### src/rtl/data_sync.sv
`default_nettype none
// +--------------------------------------------------------------------------+
// | Module   : data_sync                                                     |
// | Brief    : Enable-qualified bus synchronizer; the enable crosses through |
// |            a NUM_STAGES flop chain, and its rise captures the bus once.  |
// |            Optional even-parity check with macro DATA_SYNC_PARITY_EN.    |
// | Revision : 1.0                                                           |
// +--------------------------------------------------------------------------+
module data_sync #(
  parameter int NUM_STAGES = 2,
  parameter int BUS_WIDTH  = 8
) (
  input  logic                 CLK,
  input  logic                 RST,
  input  logic [BUS_WIDTH-1:0] unsync_bus,
  input  logic                 bus_enable,
`ifdef DATA_SYNC_PARITY_EN
  input  logic                 unsync_parity,
  output logic                 parity_err,
`endif
  output logic [BUS_WIDTH-1:0] sync_bus,
  output logic                 enable_pulse
);

  logic [NUM_STAGES-1:0] r_sync;
  logic                  r_pulse_gen;
  logic [BUS_WIDTH-1:0]  r_sync_bus;
  logic                  r_enable_pulse;
  logic                  w_rise;
  logic                  w_parity_ok;

  assign w_rise = r_sync[NUM_STAGES-1] & ~r_pulse_gen;

`ifdef DATA_SYNC_PARITY_EN
  logic r_parity_err;

  // Even parity: data bits plus parity bit must XOR to zero.
  assign w_parity_ok = ~(^{unsync_bus, unsync_parity});

  always_ff @(posedge CLK) begin
    if (RST) begin
      r_parity_err <= 1'b0;
    end else begin
      r_parity_err <= w_rise & ~w_parity_ok;
    end
  end

  assign parity_err = r_parity_err;
`else
  assign w_parity_ok = 1'b1;
`endif

  // Only the enable is synchronized; the bus is sampled directly on the rise,
  // relying on the source holding it stable while the enable is high.
  always_ff @(posedge CLK) begin
    if (RST) begin
      r_sync         <= '0;
      r_pulse_gen    <= 1'b0;
      r_sync_bus     <= '0;
      r_enable_pulse <= 1'b0;
    end else begin
      r_sync         <= {r_sync[NUM_STAGES-2:0], bus_enable};
      r_pulse_gen    <= r_sync[NUM_STAGES-1];
      r_enable_pulse <= w_rise & w_parity_ok;
      if (w_rise && w_parity_ok) begin
        r_sync_bus <= unsync_bus;
      end
    end
  end

  assign sync_bus     = r_sync_bus;
  assign enable_pulse = r_enable_pulse;

endmodule
`default_nettype wire

### config.mk
export PLATFORM = sky130hd
export DESIGN_NAME = data_sync
export DESIGN_NICKNAME = d
export VERILOG_FILES = /design/src/rtl/data_sync.sv
export SDC_FILE = /design/constraint.sdc
export NUM_CORES = 1
export LEC_CHECK = 0
export ABC_CLOCK_PERIOD_IN_PS = 1450
export BUFFER_PORTS_ARGS = -buffer_cell sky130_fd_sc_hd__buf_4
export CORE_AREA = 2 2 39 41
export CTS_CLUSTER_SIZE = 20
export DETAILED_ROUTE_END_ITERATION = 7
export DIE_AREA = 0 0 41 43
export PLACE_DENSITY = 0.6
export SLEW_MARGIN = 10
export SYNTH_ARGS = -nofsm -noshare
export SYNTH_HDL_FRONTEND = slang
export SYNTH_SLANG_ARGS = --single-unit
### constraint.sdc
create_clock -name CLK -period 1.45 [get_ports CLK]
set_clock_uncertainty 0.1 [all_clocks]
set_input_delay 0.435 -clock CLK [delete_from_list [all_inputs] [get_ports CLK]]
set_output_delay 0.435 -clock CLK [all_outputs]
set_load 0.01 [all_outputs]
Yosys cells after proc, flatten, opt, wreduce, memory -nomap -nowiden --
Cells that the tools add are included.
Storage, ports and cells: bits in registers 12, bits in latches 0, bits in writable memories 0, ROM bits 0, output and inout bits 9, logic and storage cells 6, memories kept 0
Operators by class: add/subtract/negate cells 0, $mul 0, divide/modulo/power cells 0, order comparisons 0, equal/unequal tests 0, shift operators 0, multiplexer cells 0, bitwise gates (word level) 2, reductions and logical operators 0
Operators by type and width (count):
- $and 1x1->1 | 1
- $not 1->1 | 1

Logic depth before layout (Yosys ltp) --
Gate-level depths: netlist of run 1.
depth after elaboration 2, gate-level depth with buffers 3

Worst setup path after synthesis of run 1 --
OpenSTA, ideal clock, no wires.
kind input to register, start point input RST, end point register r_sync_bus[0] (netlist: sync_bus[0]), arrival time 0.812 ns, data required time 1.227 ns, setup slack 0.415 ns, cell stages on the path 3, path buffers 1, cells stage by stage clkbuf_1 -> nand4bb_1 -> o21ai_0
RTL lines:
- start, declared | line 14 | input logic RST,
- end signal, assigned | line 66 | r_sync_bus <= unsync_bus;
- end, declared | line 27 | logic [BUS_WIDTH-1:0] r_sync_bus;

Worst setup path after layout of run 1 --
start point register r_sync_bus[6] (netlist: sync_bus[6]), end point output sync_bus[6]
RTL lines:
- end, declared | line 21 | output logic [BUS_WIDTH-1:0] sync_bus,
No word-level cell between the ends.

==> reports/metrics.cfg, run 1 <==
[yosys]
syn_inst = 43
synth-edff-count = 0
synth_seq_cells = 12
synth_most_common_cell = dfxtp_1
synth_common_cells = dfxtp_1 (12), nand2b_1 (8), nand4bb_1 (8), o21ai_0 (8), nor2b_1 (3)
synth_top_area_share_pct = 51.34
yosysSeqAreaShare_pct = 51.34
ys.flop_type = dfxtp_1
ys_async_sr_fraction_pct = 0
postSynthAreaPerCell_um2 = 10.88
syn_area_um2 = 467.9
yosys_warnings = 0
synth_fp_nets = 54
yosysTopAreaCell = dfxtp_1
netlist-cell-type-count = 8
synthTopCellsByArea = dfxtp_1 (51%), nand4bb_1 (19%), nand2b_1 (11%)

[setup_path]
critPathMaxStageDelay_ns = 0.34
cp.arrival_ns = 0.72
cp_top_family = flip-flops
critPathMaxFanout = 2
path_buf_inv = 1
ff2ff_setup_slack_ns = 0.47
crit_slowest_cell = dfxtp_1
required_ns = 0.92
critPathLaunchType = flip-flop
r2r_start = r_pulse_gen$_SDFF_PP0_
crit_chain = buf_4
cp.depth = 1
setup.worst_path.class = flip-flop to primary output
critPathCaptureType = primary output
reg2regPathDepth = 2
worst_r2r_endpoint = sync_bus[7]$_SDFFE_PP0P_

[floorplan]
die_x_um = 41
start_util_pct = 33.82
pin_count = 20
die_area_um2 = 1763
die_h_um = 43
rows = 14
core_area_um2 = 1384

[clock_tree]
clockRootBuffer = clkbuf_4
numCtsBuffers = 3
cts_max_path_buffers = 2
ctsResizeCount = 0
cts.htree.levels = 1
path_clk_slew_ns = 0.07
cts.sinks = 12
hold_buffers = 0
cts_tree = yes
clk_latency_ns = 0.26
postCtsSetupBuffers = 0

[sta]
tightest_slew_ns = 0.3099
fmax_mhz = 794.2
rsz0062_at_grt = no
tns_ns = 0
hold_viol = 0
fin_crit_ns = 1.259
relSlewSlack_pct = 79.31
drv_slew = 0
setup_violations = 0
fin_crit_sh_pct = 86.84

[drt]
detail_route.first_pass.iterations = 4
final_antenna_net_count = 0
remaining_drc_errors = 0
drt_iter0_drc = 5
post_drt_wl_per_cell_um = 11.89
num_vias = 374
viasPerCell = 4.675
drt_wl_total_um = 951

[hold_path]
min_path_cells = 2
worstHoldStart = bus_enable
hold_end = r_sync[0]$_SDFF_PP0_
hold_path_class = input port to flip-flop

[power]
p_int_mw = 0.4803
clkPwrFrac_pct = 31.9
power.switching_mw = 0.1294
power_frac_comb_pct = 11.1
seq_power_share_pct = 57.0
vdd_drop_max_mv = 0.7717
power_per_cell_area_nw_per_um2 = 933.5
p_leak_nw = 0.2658
swShare_pct = 21.22

[place]
dp_hpwl_um = 626.8
gp_congestion = 0.6593
port_buffers = 19
place_area_um2 = 630.6

[cells_and_area]
nNetsFinal = 77
diodes = 0
n_fill_cell = 144
final_area_um2 = 653.1
syn2layout_area_growth_pct = 39.57
drive_gt1_share_pct = 37.50

[outcome]
status = completed

[global_route]
grt_pass1_wl_mm = 1.593
grt_usage_pct = 14.03
antenna_found_initial = 0
grt_pass1_vias = 375
grt_max_degree = 21
overflow = 0

[run]
drv_cap = 0

[sequential cells by signal, indices dropped and copies added, names as in the netlist]
register,flops
sync_bus,8
r_sync,2
enable_pulse,1
r_pulse_gen,1
[stage by stage]
| stage | setup slack, ns | cells | power, mW | utilization [%] | hold WS (ns) |
|---|---|---|---|---|---|
| 2_1_floorplan | 0.4146 | 43 | 0.3842 | - | 0.3138 |
| 4_1_cts | 0.1791 | 80 | 0.6226 | 47.20 | 0.2745 |
| 6_report | 0.1908 | 80 | 0.6097 | 47.20 | 0.2876 |
| 3_3_place_gp | 0.3947 | 77 | 0.4230 | 45.57 | 0.3177 |
| 5_1_grt | 0.1327 | 80 | 0.6525 | 47.20 | 0.2600 |
| 3_5_place_dp | 0.3834 | 77 | 0.4236 | 45.57 | 0.3311 |
[cells in the final DEF, fill, tap and decap left out, drive strengths merged]
cell,Yosys,layout
and2b,1,1
dfxtp,12,12
clkbuf,2,3
nand2b,8,8
buf,0,20
nand4bb,8,8
o21ai,8,8
nor2b,4,4
[logic make-up (layout without fill, tap and decap cells)]
| group | Yosys count | in the layout | synth area share, % |
|---|---|---|---|
| and+or+nand+nor | 21 | 21 | 38.50 |
| DFF | 12 | 12 | 51.34 |
| AOI/OAI and AO/OA | 8 | 8 | 8.556 |
| buffers and inverters | 2 | 23 | 1.605 |
[final cells by class]
class | instances | area, µm² | area share [%]
tap | 16 | 20.02 | 3.065
timing repair buffer | 20 | 150.1 | 22.99
multi-input combinational | 29 | 220.2 | 33.72
clock buffer | 3 | 22.52 | 3.448
sequential | 12 | 240.2 | 36.78
[how the worst max path moves through the flow]
stage	start	endpoint	slack [ns]
finish	sync_bus[6]$_SDFFE_PP0P_	sync_bus[6]	0.19
CTS	sync_bus[1]$_SDFFE_PP0P_	sync_bus[1]	0.18
global route	sync_bus[0]$_SDFFE_PP0P_	sync_bus[0]	0.13
detailed placement	RST	sync_bus[2]$_SDFFE_PP0P_	0.38
global placement	RST	sync_bus[3]$_SDFFE_PP0P_	0.39
floorplan	RST	sync_bus[0]$_SDFFE_PP0P_	0.41
[power by group through the flow]
stage	clock network (mW)	logic (mW)	registers, mW
after global routing	0.229	0.0746	0.349
final	0.195	0.0675	0.347
after detailed placement	0	0.0683	0.355
after floorplan	0	0.0245	0.360
after CTS	0.206	0.0686	0.348
after global placement	0	0.0678	0.355
[metal layers]
metal / part of all wire (%) / track usage [%] / vias up
li1: - / - / 194
met1: 47 / 17.65 / 163
met2: 44 / 18.13 / 15
met3: 7.4 / 9.424 / 2
met4: 1.1 / 6.000 / 0
met5: 0 / 0 / -
Power figures use the tool's default switching activity.
==> run 2, diff against run 1 <==
ABC_AREA = 1   (was default)
GPL_TIMING_DRIVEN = 0   (was default)
PLACE_DENSITY = 0.59   (was 0.6)
==> reports/metrics.cfg, run 2 <==
[cells_and_area]
drive_gt1_share_pct = 31.40  ; -6.1 points
utilization_pct = 47.47  ; +0.27 points
layout.cells.non_filler = 102  ; +28%
seq_area_um2 = 240.2  ; unchanged
nNetsFinal = 98  ; +27%
mostFrequentLayoutCells = nor2_1 (19), buf_4 (19), dfxtp_1 (12)
largest_reg_flops = 8  ; unchanged
multi_input_area_um2 = 157.7  ; -28%
diodes = 0  ; unchanged
n_fill_cell = 146  ; +1.4%
syn2layout_area_growth_pct = 43.44

[setup_path]
cp_top_family = flip-flops
reg2regPathDepth = 5  ; +3
required_ns = 0.92  ; about the same
r2r_start = r_sync[1]$_SDFF_PP0_
critPathLaunchType = flip-flop
critPathMaxStageDelay_ns = 0.34  ; about the same
crit_chain = buf_4
critPathMaxFanout = 2  ; unchanged
critPathCaptureType = primary output
crit_slowest_cell = dfxtp_1
cp.arrival_ns = 0.73  ; about the same
worst_r2r_endpoint = sync_bus[3]$_SDFFE_PP0P_
setup.worst_path.class = flip-flop to primary output
path_buf_inv = 1  ; unchanged
ff2ff_setup_slack_ns = 0.44  ; -0.03 ns

[drt]
met1_length_um = 398  ; -11%
detail_route.first_pass.iterations = 3  ; -1
final_antenna_net_count = 0  ; unchanged
wl_met2_um = 364  ; -14%
top_layer = met4
viasPerCell = 4.088  ; -13%
post_drt_wl_per_cell_um = 8.324  ; -30%
remaining_drc_errors = 0  ; unchanged
drt_wl_total_um = 849  ; -11%
wl_met3_um = 77  ; +10%
num_vias = 417  ; +11%
drt_iter0_drc = 5  ; unchanged

[floorplan]
die_area_um2 = 1763  ; unchanged
core_area_um2 = 1384  ; unchanged
pin_count = 20  ; unchanged
die_x_um = 41  ; unchanged
rows = 14  ; unchanged
start_util_pct = 33.09  ; -0.72 points
die_h_um = 43  ; unchanged

[global_route]
grt_pass1_vias = 316  ; -16%
grt_pass1_wl_mm = 1.290  ; -19%
grt_max_degree = 10  ; -52%
overflow = 0  ; unchanged
grt_usage_pct = 11.54  ; -2.5 points
antenna_found_initial = 0  ; unchanged

[sta]
hold_viol = 0  ; unchanged
fin_crit_ns = 1.268  ; +0.008995 ns
relSlewSlack_pct = 84.13  ; +4.8 points
drv_slew = 0  ; unchanged
rsz0062_at_grt = no
tightest_slew_ns = 0.2379  ; -0.07202 ns
fin_crit_sh_pct = 87.46  ; +0.62 points
tns_ns = 0  ; unchanged
setup_violations = 0  ; unchanged
fmax_mhz = 788.5  ; -0.71%

[clock_tree]
cts.htree.levels = 1  ; unchanged
clk_latency_ns = 0.27  ; about the same
cts_max_path_buffers = 2  ; unchanged
path_clk_slew_ns = 0.08  ; about the same
postCtsSetupBuffers = 0  ; unchanged
numCtsBuffers = 3  ; unchanged
hold_buffers = 0  ; unchanged
cts_tree = yes
clockRootBuffer = clkbuf_4
cts.sinks = 12  ; unchanged
ctsResizeCount = 0  ; unchanged

[yosys]
synth_top_area_share_pct = 52.46  ; +1.1 points
netlist-cell-type-count = 9  ; +1
ys_async_sr_fraction_pct = 0  ; unchanged
synth_seq_cells = 12  ; unchanged
yosys_warnings = 0  ; unchanged
synth_common_cells = nor2_1 (19), dfxtp_1 (12), inv_1 (11)
ys.flop_type = dfxtp_1
syn_area_um2 = 457.9  ; -2.1%
yosysTopAreaCell = dfxtp_1
postSynthAreaPerCell_um2 = 7.269  ; -33%
yosysSeqAreaShare_pct = 52.46  ; +1.1 points
synth_fp_nets = 74  ; +37%
synth-edff-count = 0  ; unchanged
synthTopCellsByArea = dfxtp_1 (52%), nor2_1 (16%), inv_1 (9.0%)
synth_most_common_cell = nor2_1
syn_inst = 63  ; +47%

[place]
dpl.cell_count = 98  ; +27%
port_buffers = 19  ; unchanged
gp_congestion = 0.6475  ; -1.8%
dp_hpwl_um = 591.4  ; -5.6%

[hold_path]
hold_path_class = input port to flip-flop
hold_end = r_pulse_gen$_SDFF_PP0_
min_path_cells = 2  ; unchanged
worstHoldStart = RST

[run]
drv_cap = 0  ; unchanged

[power]
power_per_cell_area_nw_per_um2 = 1078  ; +15%
p_leak_nw = 0.3492  ; +31%
vdd_drop_max_mv = 0.5379  ; -30%

[outcome]
status = completed

## run 2: cell types whose count changed after synthesis, sizes merged, moves of 2 or more
cell	change
nor2	+20
inv	+13
nand2	+8
nand2b	-8
nand3	+8
nand4bb	-8
o21ai	-8
nor2b	-4
clkbuf	-2
## run 2: routing by layer
metal,track usage [%],up-vias
li1,-,230
met1,15.18,173
met2,13.75,12
met3,3.141,2
met4,12.00,0
met5,0,-
## run 2: final cells by class
type	instances	share of cell area [%]
inverter	13	7.429
timing repair buffer	19	21.71
multi-input combinational	37	24.00
tap	16	3.048
clock buffer	4	5.524
buffer	1	1.714
sequential	12	36.57
## run 2: logic make-up after synthesis
family                 Yosys count  share of synthesized area [%]
buffers and inverters           14                          13.12
AND/OR/NAND/NOR                 37                          34.43
flip-flops                      12                          52.46
## run 2: stage by stage
| stage | total power [mW] | setup WS (ns) | hold WS (ns) | instance area, µm² |
|---|---|---|---|---|
| after floorplan | 0.4040 | 0.5540 | 0.2883 | 457.9 |
| after global placement | 0.4496 | 0.3546 | 0.2896 | 620.6 |
| after detailed placement | 0.4506 | 0.3345 | 0.2964 | 620.6 |
| after CTS | 0.7241 | 0.1688 | 0.2319 | 656.9 |
| after global routing | 0.7459 | 0.1469 | 0.2367 | 656.9 |
| final | 0.7080 | 0.1818 | 0.2427 | 656.9 |
## run 2: power breakdown
part	switching [mW]	internal (mW)	total [mW]	leakage, nW
clock	0.114	0.153	0.267	0.0210
sequential	0.00720	0.345	0.352	0.0983
combinational	0.0403	0.0485	0.0888	0.230
total	0.162	0.546	0.708	0.349
## run 2: worst max path at each step
| stage | end | slack (ns) | cells after the start | start |
|---|---|---|---|---|
| global route | sync_bus[1] | 0.15 | 1 | sync_bus[1]$_SDFFE_PP0P_ |
| detailed placement | sync_bus[3]$_SDFFE_PP0P_ | 0.33 | 4 | RST |
| global placement | sync_bus[1]$_SDFFE_PP0P_ | 0.35 | 4 | RST |
| CTS | sync_bus[2] | 0.17 | 1 | sync_bus[2]$_SDFFE_PP0P_ |
| finish | sync_bus[2] | 0.18 | 1 | sync_bus[2]$_SDFFE_PP0P_ |
| floorplan | sync_bus[0]$_SDFFE_PP0P_ | 0.55 | 5 | r_sync[1]$_SDFF_PP0_ |
==> run 3, diff against run 2 <==
ABC_AREA = default   (was 1)
PLACE_DENSITY = 0.6   (was 0.59)
==> reports/metrics.cfg, run 3 (synthesized netlist as in run 1, its figures left out) <==
[clock_tree]
cts.htree.levels = 1  ; unchanged
clk_latency_ns = 0.27  ; about the same
numCtsBuffers = 3  ; unchanged
path_clk_slew_ns = 0.08  ; about the same
ctsResizeCount = 0  ; unchanged
cts_max_path_buffers = 2  ; unchanged
postCtsSetupBuffers = 0  ; unchanged
clockRootBuffer = clkbuf_4
hold_buffers = 0  ; unchanged
cts.sinks = 12  ; unchanged
cts_tree = yes

[sta]
fin_ws_ns = 0.1781  ; -0.003714 ns
drv_slew = 0  ; unchanged
tightest_slew_ns = 0.3606  ; +0.1227 ns
relSlewSlack_pct = 75.96  ; -8.2 points
fmax_mhz = 786.2  ; -0.29%
rsz0062_at_grt = no
fin_crit_sh_pct = 87.72  ; +0.26 points
fin_crit_ns = 1.272  ; +0.003714 ns
hold_viol = 0  ; unchanged
setup_violations = 0  ; unchanged
tns_ns = 0  ; unchanged

[drt]
remaining_drc_errors = 0  ; unchanged
drt_iter0_drc = 8  ; +3
detail_route.first_pass.iterations = 3  ; unchanged
num_vias = 386  ; -7.4%
drt_wl_total_um = 964  ; +14%
post_drt_wl_per_cell_um = 11.90  ; +43%
final_antenna_net_count = 0  ; unchanged
viasPerCell = 4.765  ; +17%

[setup_path]
critPathMaxFanout = 2  ; unchanged
cp.arrival_ns = 0.74  ; about the same
setup.worst_path.class = flip-flop to primary output
path_buf_inv = 1  ; unchanged
critPathMaxStageDelay_ns = 0.34  ; about the same
required_ns = 0.92  ; about the same
cp_top_family = flip-flops
crit_slowest_cell = dfxtp_1
critPathCaptureType = primary output
crit_chain = buf_4
critPathLaunchType = flip-flop

[cells_and_area]
syn2layout_area_growth_pct = 40.91
mostFrequentLayoutCell = buf_4
nNetsFinal = 77  ; -21%
final_area_um2 = 659.4  ; +0.38%
mostFrequentLayoutCells = buf_4 (18), dfxtp_1 (12), nand2b_1 (8), nand4bb_1 (8), o21ai_0 (8)
layout.cells.non_filler = 81  ; -21%
drive_gt1_share_pct = 35.38  ; +4.0 points
diodes = 0  ; unchanged
largest_reg_flops = 8  ; unchanged

[floorplan]
die_h_um = 43  ; unchanged
pin_count = 20  ; unchanged
rows = 14  ; unchanged
die_x_um = 41  ; unchanged
start_util_pct = 33.82  ; +0.72 points
core_area_um2 = 1384  ; unchanged
die_area_um2 = 1763  ; unchanged

[hold_path]
hold_path_class = input port to flip-flop

[power]
p_leak_nw = 0.2652  ; -24%
vdd_drop_max_mv = 0.5556  ; +3.3%
power_per_cell_area_nw_per_um2 = 1034  ; -4.1%
p_total_mw = 0.6818  ; -3.7%

[global_route]
antenna_found_initial = 0  ; unchanged
grt_pass1_vias = 358  ; +13%
grt_max_degree = 11  ; +1
grt_pass1_wl_mm = 1.587  ; +23%
overflow = 0  ; unchanged
grt_usage_pct = 13.54  ; +2.0 points

[place]
dp_hpwl_um = 646.1  ; +9.2%
preCtsSetupSlack_ns = 0.2463  ; -0.08814 ns
place_area_um2 = 623.1  ; +0.40%
dpl.cell_count = 77  ; -21%
gp_congestion = 0.7062  ; +9.1%
port_buffers = 18  ; -1

[run]
drv_cap = 0  ; unchanged

[outcome]
status = completed

==> run 3: changes by cell type in the layout (fill, tap and decap cells not counted), sizes merged, moves of 4 or more <==
cell / delta
o21ai: +8
inv: -13
nand3: -8
nor2: -20
nor2b: +4
nand2b: +8
nand4bb: +8
nand2: -8
==> run 3: metrics by stage <==
stage / hold slack [ns] / utilization (%)
2_1_floorplan: 0.3138 / -
3_3_place_gp: 0.3206 / 45.03
3_5_place_dp: 0.3266 / 45.03
4_1_cts: 0.2629 / 47.65
5_1_grt: 0.3142 / 47.65
6_report: 0.2661 / 47.65
==> run 3: final timing paths <==
| kind | from | slack [ns] | depth (start not counted) | to |
|---|---|---|---|---|
| worst max-delay path | sync_bus[1]$_SDFFE_PP0P_ | 0.18 | 1 | sync_bus[1] |
| worst max register to register | r_sync[1]$_SDFF_PP0_ | 0.27 | 2 | sync_bus[2]$_SDFFE_PP0P_ |
| worst min register to register | r_sync[0]$_SDFF_PP0_ | 0.35 | 1 | r_sync[1]$_SDFF_PP0_ |
| worst min-delay path | bus_enable | 0.27 | 2 | r_sync[0]$_SDFF_PP0_ |
==> run 3: cell type report <==
class,instances,area [µm²]
Fill cell,148,724.4
Sequential cell,12,240.2
Multi-Input combinational cell,29,220.2
Timing Repair Buffer,18,135.1
Clock buffer,4,36.28
Tap cell,16,20.02
Buffer,2,7.507
==> run 3: power breakdown <==
| group | total (mW) | switching [mW] | internal [mW] |
|---|---|---|---|
| Combinational | 0.0635 | 0.0222 | 0.0413 |
| Sequential | 0.350 | 0.00868 | 0.341 |
| Clock | 0.269 | 0.116 | 0.153 |
| Total | 0.682 | 0.147 | 0.535 |
==> run 3: per-layer routing <==
layer	track usage, %	wire, µm
met1	18.36	454
met2	17.81	426
met3	3.141	58
met4	10.00	24
met5	0	0
